<file path="config.mk">
export PLATFORM = sky130hd
export DESIGN_NAME = note_remap
export DESIGN_NICKNAME = d
export VERILOG_FILES = /design/src/rtl/note_remap_pkg.sv /design/src/rtl/note_remap_tick_gen.sv /design/src/rtl/note_remap.sv
export SDC_FILE = /design/constraint.sdc
export NUM_CORES = 1
export LEC_CHECK = 0
export CAP_MARGIN = 0
export CORE_MARGIN = 5
export CORE_UTILIZATION = 25
export CTS_BUF_LIST = sky130_fd_sc_hd__clkbuf_4 sky130_fd_sc_hd__clkbuf_8
export CTS_CLUSTER_DIAMETER = 120
export DETAILED_ROUTE_END_ITERATION = 7
export DONT_BUFFER_PORTS = 1
export GPL_ROUTABILITY_DRIVEN = 1
export PLACE_DENSITY = 0.46
export SETUP_SLACK_MARGIN = 0.05
export SKIP_CTS_REPAIR_TIMING = 1
export SLEW_MARGIN = 25
export SYNTH_ARGS = -nofsm -noshare
export SYNTH_HDL_FRONTEND = slang
export SYNTH_SLANG_ARGS = --single-unit
</file>
<file path="constraint.sdc">
create_clock -name sys_clk -period 7.2 [get_ports sys_clk]
set_input_delay 0.72 -clock sys_clk [delete_from_list [all_inputs] [get_ports sys_clk]]
set_output_delay 0.72 -clock sys_clk [all_outputs]
set_load 0.01 [all_outputs]
</file>
<file path="src/rtl/note_remap_pkg.sv">
// Shared constants for the note remapping path: global mode codes, the
// silence note code, entry indices of the learned key table, and a helper
// that turns a one-hot key pattern into a table entry number.
package note_remap_pkg;

    // Global mode codes; any other value parks the play side.
    localparam logic [2:0] mode_play   = 3'd1;
    localparam logic [2:0] mode_review = 3'd2;

    // Note code meaning "no sound".
    localparam logic [6:0] note_silence = 7'h00;

    // Table entry indices; 0 means no entry selected.
    localparam logic [2:0] n_none = 3'd0;
    localparam logic [2:0] n_do   = 3'd1;
    localparam logic [2:0] n_re   = 3'd2;
    localparam logic [2:0] n_mi   = 3'd3;
    localparam logic [2:0] n_fa   = 3'd4;
    localparam logic [2:0] n_so   = 3'd5;
    localparam logic [2:0] n_la   = 3'd6;
    localparam logic [2:0] n_q1   = 3'd7;

    // Entry number (bit index + 1) of a single-bit key pattern, or n_none
    // when the pattern is empty or has more than one bit set.
    function automatic logic [2:0] onehot_entry(input logic [6:0] k);
        logic [2:0] idx;
        int         ones;
        idx  = n_none;
        ones = 0;
        for (int i = 0; i < 7; i++) begin
            if (k[i]) begin
                ones = ones + 1;
                idx  = 3'(i + 1);
            end
        end
        return (ones == 1) ? idx : n_none;
    endfunction

endpackage

</file>
<file path="src/rtl/note_remap_tick_gen.sv">
// Sample tick generator: one-cycle enable every CLK_HZ/TICK_HZ clocks.
// Kept free of any note-specific logic so other sampling blocks can reuse it.
module tick_gen #(
    parameter int CLK_HZ  = 100_000_000,
    parameter int TICK_HZ = 100
) (
    input  logic sys_clk,
    input  logic rst,
    output logic tick
);

    localparam int          DIV_RAW = CLK_HZ / TICK_HZ;
    localparam int          DIV     = (DIV_RAW < 1) ? 1 : DIV_RAW;
    localparam logic [31:0] LAST    = 32'(DIV - 1);

    logic [31:0] cnt;

    // Free-running divider; the tick is registered so it is glitch-free.
    always_ff @(posedge sys_clk or posedge rst) begin
        if (rst) begin
            cnt  <= '0;
            tick <= 1'b0;
        end else if (cnt == LAST) begin
            cnt  <= '0;
            tick <= 1'b1;
        end else begin
            cnt  <= cnt + 32'd1;
            tick <= 1'b0;
        end
    end

endmodule

</file>
<file path="src/rtl/note_remap.sv">
// Play-side consumer of the learned key table. Debounces one-hot key
// presses into remapped notes, or in review mode walks the table entries
// on a fixed tick cadence so the learned mapping can be heard.
module note_remap
    import note_remap_pkg::*;
#(
    parameter int CLK_HZ       = 100_000_000,
    parameter int TICK_HZ      = 100,
    parameter int DEB_TICKS    = 2,
    parameter int REVIEW_TICKS = 50
) (
    input  logic       sys_clk,
    input  logic       rst,
    input  logic [2:0] mode,
    input  logic [6:0] key,
    input  logic [6:0] map1,
    input  logic [6:0] map2,
    input  logic [6:0] map3,
    input  logic [6:0] map4,
    input  logic [6:0] map5,
    input  logic [6:0] map6,
    input  logic [6:0] map7,
    output logic [6:0] note_out,
    output logic       note_valid,
    output logic [2:0] key_idx,
    output logic       err
);

    typedef enum logic [2:0] {
        S_IDLE,
        S_DEBOUNCE,
        S_HOLD,
        S_RELEASE,
        S_REVIEW
    } state_t;

    localparam logic [15:0] DEB_LIM = 16'((DEB_TICKS < 1) ? 1 : DEB_TICKS);
    localparam logic [15:0] REV_LIM = 16'((REVIEW_TICKS < 1) ? 1 : REVIEW_TICKS);

    logic        tick;
    logic [2:0]  mode_s1, mode_s2, mode_prev;
    logic [6:0]  key_s1, key_s2;
    logic [6:0]  cand;
    logic [15:0] deb_cnt;
    logic [15:0] rev_cnt;
    state_t      state;

    logic [6:0]  map_tab [0:7];
    logic [2:0]  key_entry;
    logic [2:0]  rev_next;
    logic        mode_changed;
    logic        play_tick;
    logic        go_hold;
    logic        go_release;

    tick_gen #(
        .CLK_HZ  (CLK_HZ),
        .TICK_HZ (TICK_HZ)
    ) u_tick (
        .sys_clk (sys_clk),
        .rst     (rst),
        .tick    (tick)
    );

    // Two-flop synchronizers for the asynchronous switch inputs, plus the
    // previous synchronized mode used to spot mode transitions.
    always_ff @(posedge sys_clk or posedge rst) begin
        if (rst) begin
            mode_s1   <= '0;
            mode_s2   <= '0;
            mode_prev <= '0;
            key_s1    <= '0;
            key_s2    <= '0;
        end else begin
            mode_s1   <= mode;
            mode_s2   <= mode_s1;
            mode_prev <= mode_s2;
            key_s1    <= key;
            key_s2    <= key_s1;
        end
    end

    // Indexable view of the learned table; slot 0 reads as silence so a
    // chord (key_idx 0) naturally tracks to a silent output.
    always_comb begin
        map_tab[n_none] = note_silence;
        map_tab[n_do]   = map1;
        map_tab[n_re]   = map2;
        map_tab[n_mi]   = map3;
        map_tab[n_fa]   = map4;
        map_tab[n_so]   = map5;
        map_tab[n_la]   = map6;
        map_tab[n_q1]   = map7;
    end

    // Hold-entry and release-complete decisions, kept out of the state
    // register block so every state that can finish a debounce shares them.
    always_comb begin
        key_entry    = onehot_entry(key_s2);
        rev_next     = (key_idx == n_q1) ? n_do : key_idx + 3'd1;
        mode_changed = (mode_s2 != mode_prev);
        play_tick    = tick && (mode_s2 == mode_play) && !mode_changed;
        go_hold      = 1'b0;
        go_release   = 1'b0;
        if (play_tick && (key_s2 != 7'd0)) begin
            case (state)
                S_IDLE, S_RELEASE: go_hold = (DEB_LIM <= 16'd1);
                S_DEBOUNCE: begin
                    if (key_s2 == cand)
                        go_hold = ((deb_cnt + 16'd1) >= DEB_LIM);
                    else
                        go_hold = (DEB_LIM <= 16'd1);
                end
                default: go_hold = 1'b0;
            endcase
        end
        if (play_tick && (key_s2 == 7'd0)) begin
            case (state)
                S_HOLD:    go_release = (DEB_LIM <= 16'd1);
                S_RELEASE: go_release = ((deb_cnt + 16'd1) >= DEB_LIM);
                default:   go_release = 1'b0;
            endcase
        end
    end

    // Main FSM with registered outputs: a mode change clears everything
    // silently, review walks the table, play debounces presses and releases.
    always_ff @(posedge sys_clk or posedge rst) begin
        if (rst) begin
            state      <= S_IDLE;
            cand       <= '0;
            deb_cnt    <= '0;
            rev_cnt    <= '0;
            note_out   <= note_silence;
            note_valid <= 1'b0;
            key_idx    <= n_none;
            err        <= 1'b0;
        end else begin
            note_valid <= 1'b0;
            if (mode_changed || ((mode_s2 != mode_play) && (mode_s2 != mode_review))) begin
                state    <= S_IDLE;
                cand     <= '0;
                deb_cnt  <= '0;
                rev_cnt  <= '0;
                note_out <= note_silence;
                key_idx  <= n_none;
                err      <= 1'b0;
            end else if (mode_s2 == mode_review) begin
                if (state != S_REVIEW) begin
                    state      <= S_REVIEW;
                    rev_cnt    <= '0;
                    key_idx    <= n_do;
                    note_out   <= map_tab[n_do];
                    note_valid <= 1'b1;
                    err        <= 1'b0;
                end else if (tick) begin
                    if (rev_cnt == (REV_LIM - 16'd1)) begin
                        rev_cnt    <= '0;
                        key_idx    <= rev_next;
                        note_out   <= map_tab[rev_next];
                        note_valid <= 1'b1;
                    end else begin
                        rev_cnt <= rev_cnt + 16'd1;
                    end
                end
            end else if (go_hold) begin
                state   <= S_HOLD;
                cand    <= key_s2;
                deb_cnt <= '0;
                if (key_entry != n_none) begin
                    key_idx    <= key_entry;
                    note_out   <= map_tab[key_entry];
                    note_valid <= 1'b1;
                    err        <= 1'b0;
                end else begin
                    key_idx  <= n_none;
                    note_out <= note_silence;
                    err      <= 1'b1;
                end
            end else if (go_release) begin
                // Only a real note going silent is a new output value; a
                // chord was already silent, so its release stays quiet.
                state      <= S_IDLE;
                cand       <= '0;
                deb_cnt    <= '0;
                note_out   <= note_silence;
                key_idx    <= n_none;
                err        <= 1'b0;
                note_valid <= (key_idx != n_none);
            end else begin
                case (state)
                    S_IDLE: begin
                        if (tick && (key_s2 != 7'd0)) begin
                            state   <= S_DEBOUNCE;
                            cand    <= key_s2;
                            deb_cnt <= 16'd1;
                        end
                    end
                    S_DEBOUNCE: begin
                        if (tick) begin
                            if (key_s2 == cand) begin
                                deb_cnt <= deb_cnt + 16'd1;
                            end else if (key_s2 != 7'd0) begin
                                cand    <= key_s2;
                                deb_cnt <= 16'd1;
                            end else begin
                                state   <= S_IDLE;
                                cand    <= '0;
                                deb_cnt <= '0;
                            end
                        end
                    end
                    S_HOLD: begin
                        note_out <= map_tab[key_idx];
                        if (tick && (key_s2 != cand)) begin
                            state   <= S_RELEASE;
                            deb_cnt <= (key_s2 == 7'd0) ? 16'd1 : 16'd0;
                        end
                    end
                    S_RELEASE: begin
                        if (tick) begin
                            if (key_s2 == 7'd0) begin
                                deb_cnt <= deb_cnt + 16'd1;
                            end else begin
                                state   <= S_DEBOUNCE;
                                cand    <= key_s2;
                                deb_cnt <= 16'd1;
                            end
                        end
                    end
                    default: begin
                        state   <= S_IDLE;
                        deb_cnt <= '0;
                    end
                endcase
            end
        end
    end

endmodule
</file>
==> impl_summary.md <==
Run status
The flow ran to the end, and the final reports show no timing, DRC or antenna violations.

Timing
Summed over all failing endpoints, the final setup total negative slack is 0 ns. In this run the tightest slew margin relative to its limit is between 30% and 40%. The measured slew at the worst slew-check pin is approximately 1 ns. The final count of negative-setup-slack endpoints is 0. Subtracting the final worst setup slack from the clock period gives between 5 and 6 ns. Setup repair after global routing left no endpoint under its margin. The final clock skew is 0.0172 ns. The final max-slew violation count came to 0. The share of the clock period used by the worst path after layout is 71.7%.

Static timing analysis puts the maximum clock frequency at 194 MHz. The hold violation total from the final report is 0.

Pwr
The combinational share of power is ~12%. The clock group share of total power is between 30 and 40%. Summed over all cells, the static leakage comes to just over 3 nW. Net switching is ~29% of the power. Sequential cells burn between 50% and 60% of the power.

The largest vdd supply drop is roughly 0.087 mV. Summed over all nets, the switching power comes to ~0.34 mW. The power density normalized to cell area is between 100 and 150 nW/µm². Internal power comes to about 0.82 mW.

Global routing
The number of global-route vias before repair was about 6,000. Across every metal layer, demand over resource in global routing totals between 10% and 20%. The first global-routing pass estimated approximately 33,000 µm of wire. The number of antenna violations at the first check in global routing is 0. The leftover overflow at the end of global routing is 0. Entering global routing, the biggest net connects a little under 70 pins.

Drt
In the routed layout, each cell is associated on average with a via count of between 5 and 6. The detailed-route via count is 5,992. The detailed-route wire length per cell is 17.8 µm. Once detail routing completed, the nets flagged for antenna violations numbered 0. For this run, design rule violations remaining after detail routing come to 0. In this run, the number of DRC markers left after iteration 0 of detailed routing was between 400 and 500. The first-pass iteration count of the detailed router is 5. The routed design has roughly 21,000 µm of wire.

Floorplanning
From bottom edge to top edge, the die measures roughly 180 µm. The area of the die is 32,700 µm². The row count is 62.

The initial core utilization is between 20% and 30%. The core box area is around 29,000 µm². The die boundary width is between 150 and 200 µm. Pin placement for this block handled 73 I/O pins.

Worst setup path
The type of destination of the critical path is a register. STA classifies the critical path startpoint as a register. The kind of critical path is reg2reg.

The data arrival at the endpoint of the critical path is roughly 5.4 ns. STA puts the critical path data required time at between 7 and 8 ns. The maximum fanout encountered on the critical timing path is 5.

Yosys
When the netlist entered floorplanning its net count stood at 869. The cell area that synthesis handed to floorplanning was about 7300 µm². The area fraction of the dominant cell type after synthesis is between 30% and 40%. In the synthesized netlist the dominant register cell turns out to be sky130_fd_sc_hd__dfrtp_1. Summing the sequential cell areas from Yosys gives between 30 and 40% of the chip area.

The number of flops mapped to enable cells by yosys is 0. By count the netlist is led by sky130_fd_sc_hd__dfrtp_1 (110), sky130_fd_sc_hd__nand2_1 (71), sky130_fd_sc_hd__nor2_1 (64). The proportion of register bits with asynchronous set or reset after synthesis is 100%. The synthesized area per cell is slightly above 9 µm². The largest total area in the synthesized netlist belongs to sky130_fd_sc_hd__dfrtp_1. The synthesized instance count is just under 800.

The unique cell type count in the Yosys netlist is 80. The flop and latch count out of synthesis is between 100 and 150. The total number of yosys warnings is 0.

In the post-synthesis netlist, the cell with the most instances is sky130_fd_sc_hd__dfrtp_1. By area the synthesized netlist is led by sky130_fd_sc_hd__dfrtp_1 (38%), sky130_fd_sc_hd__mux2i_1 (3.7%), sky130_fd_sc_hd__nand2_1 (3.7%).

Clock tree
CTS saw 110 sinks. Clock latency on the worst-skew pair, taken at its later pin, is between 0.3 and 0.4 ns. The maximum buffer depth of the clock tree is 2. The number of H-tree levels is 3. CTS placed an instance of sky130_fd_sc_hd__clkbuf_8 at the clock tree root. The number of buffers added by the clock tree synthesis step is 9. After clock tree synthesis, the clock-pin slew on the worst setup and hold paths is approximately 0.12 ns.

TritonCTS built the clock tree.

Place
The HPWL after detailed placement is between 10,000 and 15,000 µm. The final estimated routing congestion in global placement is about 0.8. The post-placement cell area is approximately 7700 µm². Buffers placed on the I/O ports in this run total 0.

Layout
0 antenna diodes ended up in the layout. The relative area change from synthesis to final layout is 7.83%. Of the cells placed in the final design, the portion with a size suffix greater than 1 is 8.69%.

At the end of the flow, the number of nets in the layout was 842. The final cell area excluding filler cells is approximately 8000 µm².

Min path
The class of the most critical hold timing path is in2async.

Run
Max-cap violations in this run came to 0.
==> cell families (layout without fill, tap and decap cells) <==
logic type / count (synthesis) / in the layout / synth area share, %
muxes: 47 / 47 / 7.88
AOI/OAI and AO/OA: 210 / 210 / 19.9
xor gates and xnor gates: 61 / 61 / 7.62
and+or+nand+nor: 284 / 284 / 20.5
DFF: 110 / 110 / 37.8
adders and majority gates: 16 / 16 / 2.73
buffers and inverters: 65 / 43 / 3.64
==> layer usage <==
layer,wire length [µm],vias to the layer above,global-route usage (%),share of wire [%]
met5,0,-,0,0
li1,-,2874,-,-
met1,9670,2937,17.5,47
met3,1230,19,2.80,6.0
met4,238,0,2.99,1.2
met2,9440,162,19.3,46
==> through the flow <==
step / utilization [%] / hold slack (ns) / setup slack [ns] / power [mW] / cells
finish: 27.3 / 0.244 / 2.04 / 1.16 / 1155
global route: 27.3 / 0.266 / 1.67 / 1.22 / 1155
CTS: 27.3 / 0.246 / 2.04 / 1.18 / 1155
detailed placement: 26.6 / 0.339 / 2.11 / 0.790 / 1139
global placement: 26.5 / 0.336 / 2.30 / 0.787 / 1139
floorplan: - / 0.331 / 2.61 / 0.755 / 793
==> final cells by class <==
class | instances | area (µm²)
clock buffer | 9 | 124
multi-input combinational | 618 | 4300
fill | 3078 | 20900
clock inverter | 7 | 77.6
timing repair buffer | 5 | 37.5
tap | 384 | 480
sequential | 110 | 2750
inverter | 22 | 85.1
==> worst paths after layout <==
kind | from | end | slack, ns | cells after the start
worst max-delay path | key_s2[0] | note_out[6] | 2.04 | 21
worst min-delay path | rst | mode_s1[2] | 0.24 | 1
worst max register to register | key_s2[0] | note_out[6] | 2.04 | 21
worst min register to register | mode_s1[2] | mode_s2[2] | 0.36 | 0
max in group asynchronous | rst | key_idx[0] | 5.64 | 2
min in group sys_clk | key[6] | key_s1[6] | 0.34 | 0
==> cell usage in the layout, fill, tap and decap left out, drive strengths merged, types with 9 or more instances in the layout <==
| cell | instances |
|---|---|
| mux2i | 27 |
| xor2 | 30 |
| o22ai | 9 |
| inv | 24 |
| ha | 15 |
| nor2b | 17 |
| o31ai | 17 |
| a211oi | 11 |
| a21oi | 32 |
| nand4 | 21 |
| xnor2 | 30 |
| mux2 | 13 |
| nor3 | 15 |
| nand2 | 72 |
| o21ai | 56 |
| nor4 | 14 |
| dfrtp | 110 |
| clkbuf | 9 |
| nand2b | 10 |
| nor2 | 65 |
| a2bb2oi | 14 |
| nand3 | 25 |
==> flip-flops by register name, summed over array words and instances, names as in the netlist, 7 cells and up <==
signal,cells
key_s1,7
key_s2,7
u_tick.cnt,32
note_out,7
deb_cnt,16
rev_cnt,16
cand,7
==> power groups by stage <==
stage	Sequential, mW	Combinational [mW]	Clock (mW)
6_report	0.637	0.141	0.378
5_1_grt	0.639	0.161	0.420
4_1_cts	0.637	0.142	0.398
3_5_place_dp	0.649	0.141	0
3_3_place_gp	0.649	0.138	0
2_1_floorplan	0.642	0.114	0
==> critical path: stages (launching register included) <==
cell	delay [ns]
sky130_fd_sc_hd__dfrtp_1	0.45
sky130_fd_sc_hd__ha_1	0.27
sky130_fd_sc_hd__nor2b_1	0.16
sky130_fd_sc_hd__nor2_1	0.18
sky130_fd_sc_hd__inv_1	0.09
sky130_fd_sc_hd__ha_1	0.32
sky130_fd_sc_hd__nand2b_1	0.17
sky130_fd_sc_hd__o21a_1	0.13
sky130_fd_sc_hd__ha_1	0.26
sky130_fd_sc_hd__and2_1	0.15
sky130_fd_sc_hd__a31oi_1	0.18
sky130_fd_sc_hd__o21ai_0	0.15
sky130_fd_sc_hd__ha_1	0.30
sky130_fd_sc_hd__mux2_2	0.27
sky130_fd_sc_hd__ha_1	0.26
sky130_fd_sc_hd__nand2b_1	0.15
sky130_fd_sc_hd__maj3_2	0.33
sky130_fd_sc_hd__a21oi_2	0.20
sky130_fd_sc_hd__nand2_1	0.21
sky130_fd_sc_hd__o2bb2ai_1	0.18
sky130_fd_sc_hd__a2111oi_0	0.47
sky130_fd_sc_hd__o21ai_1	0.13
(Power assumes the default switching activity.)
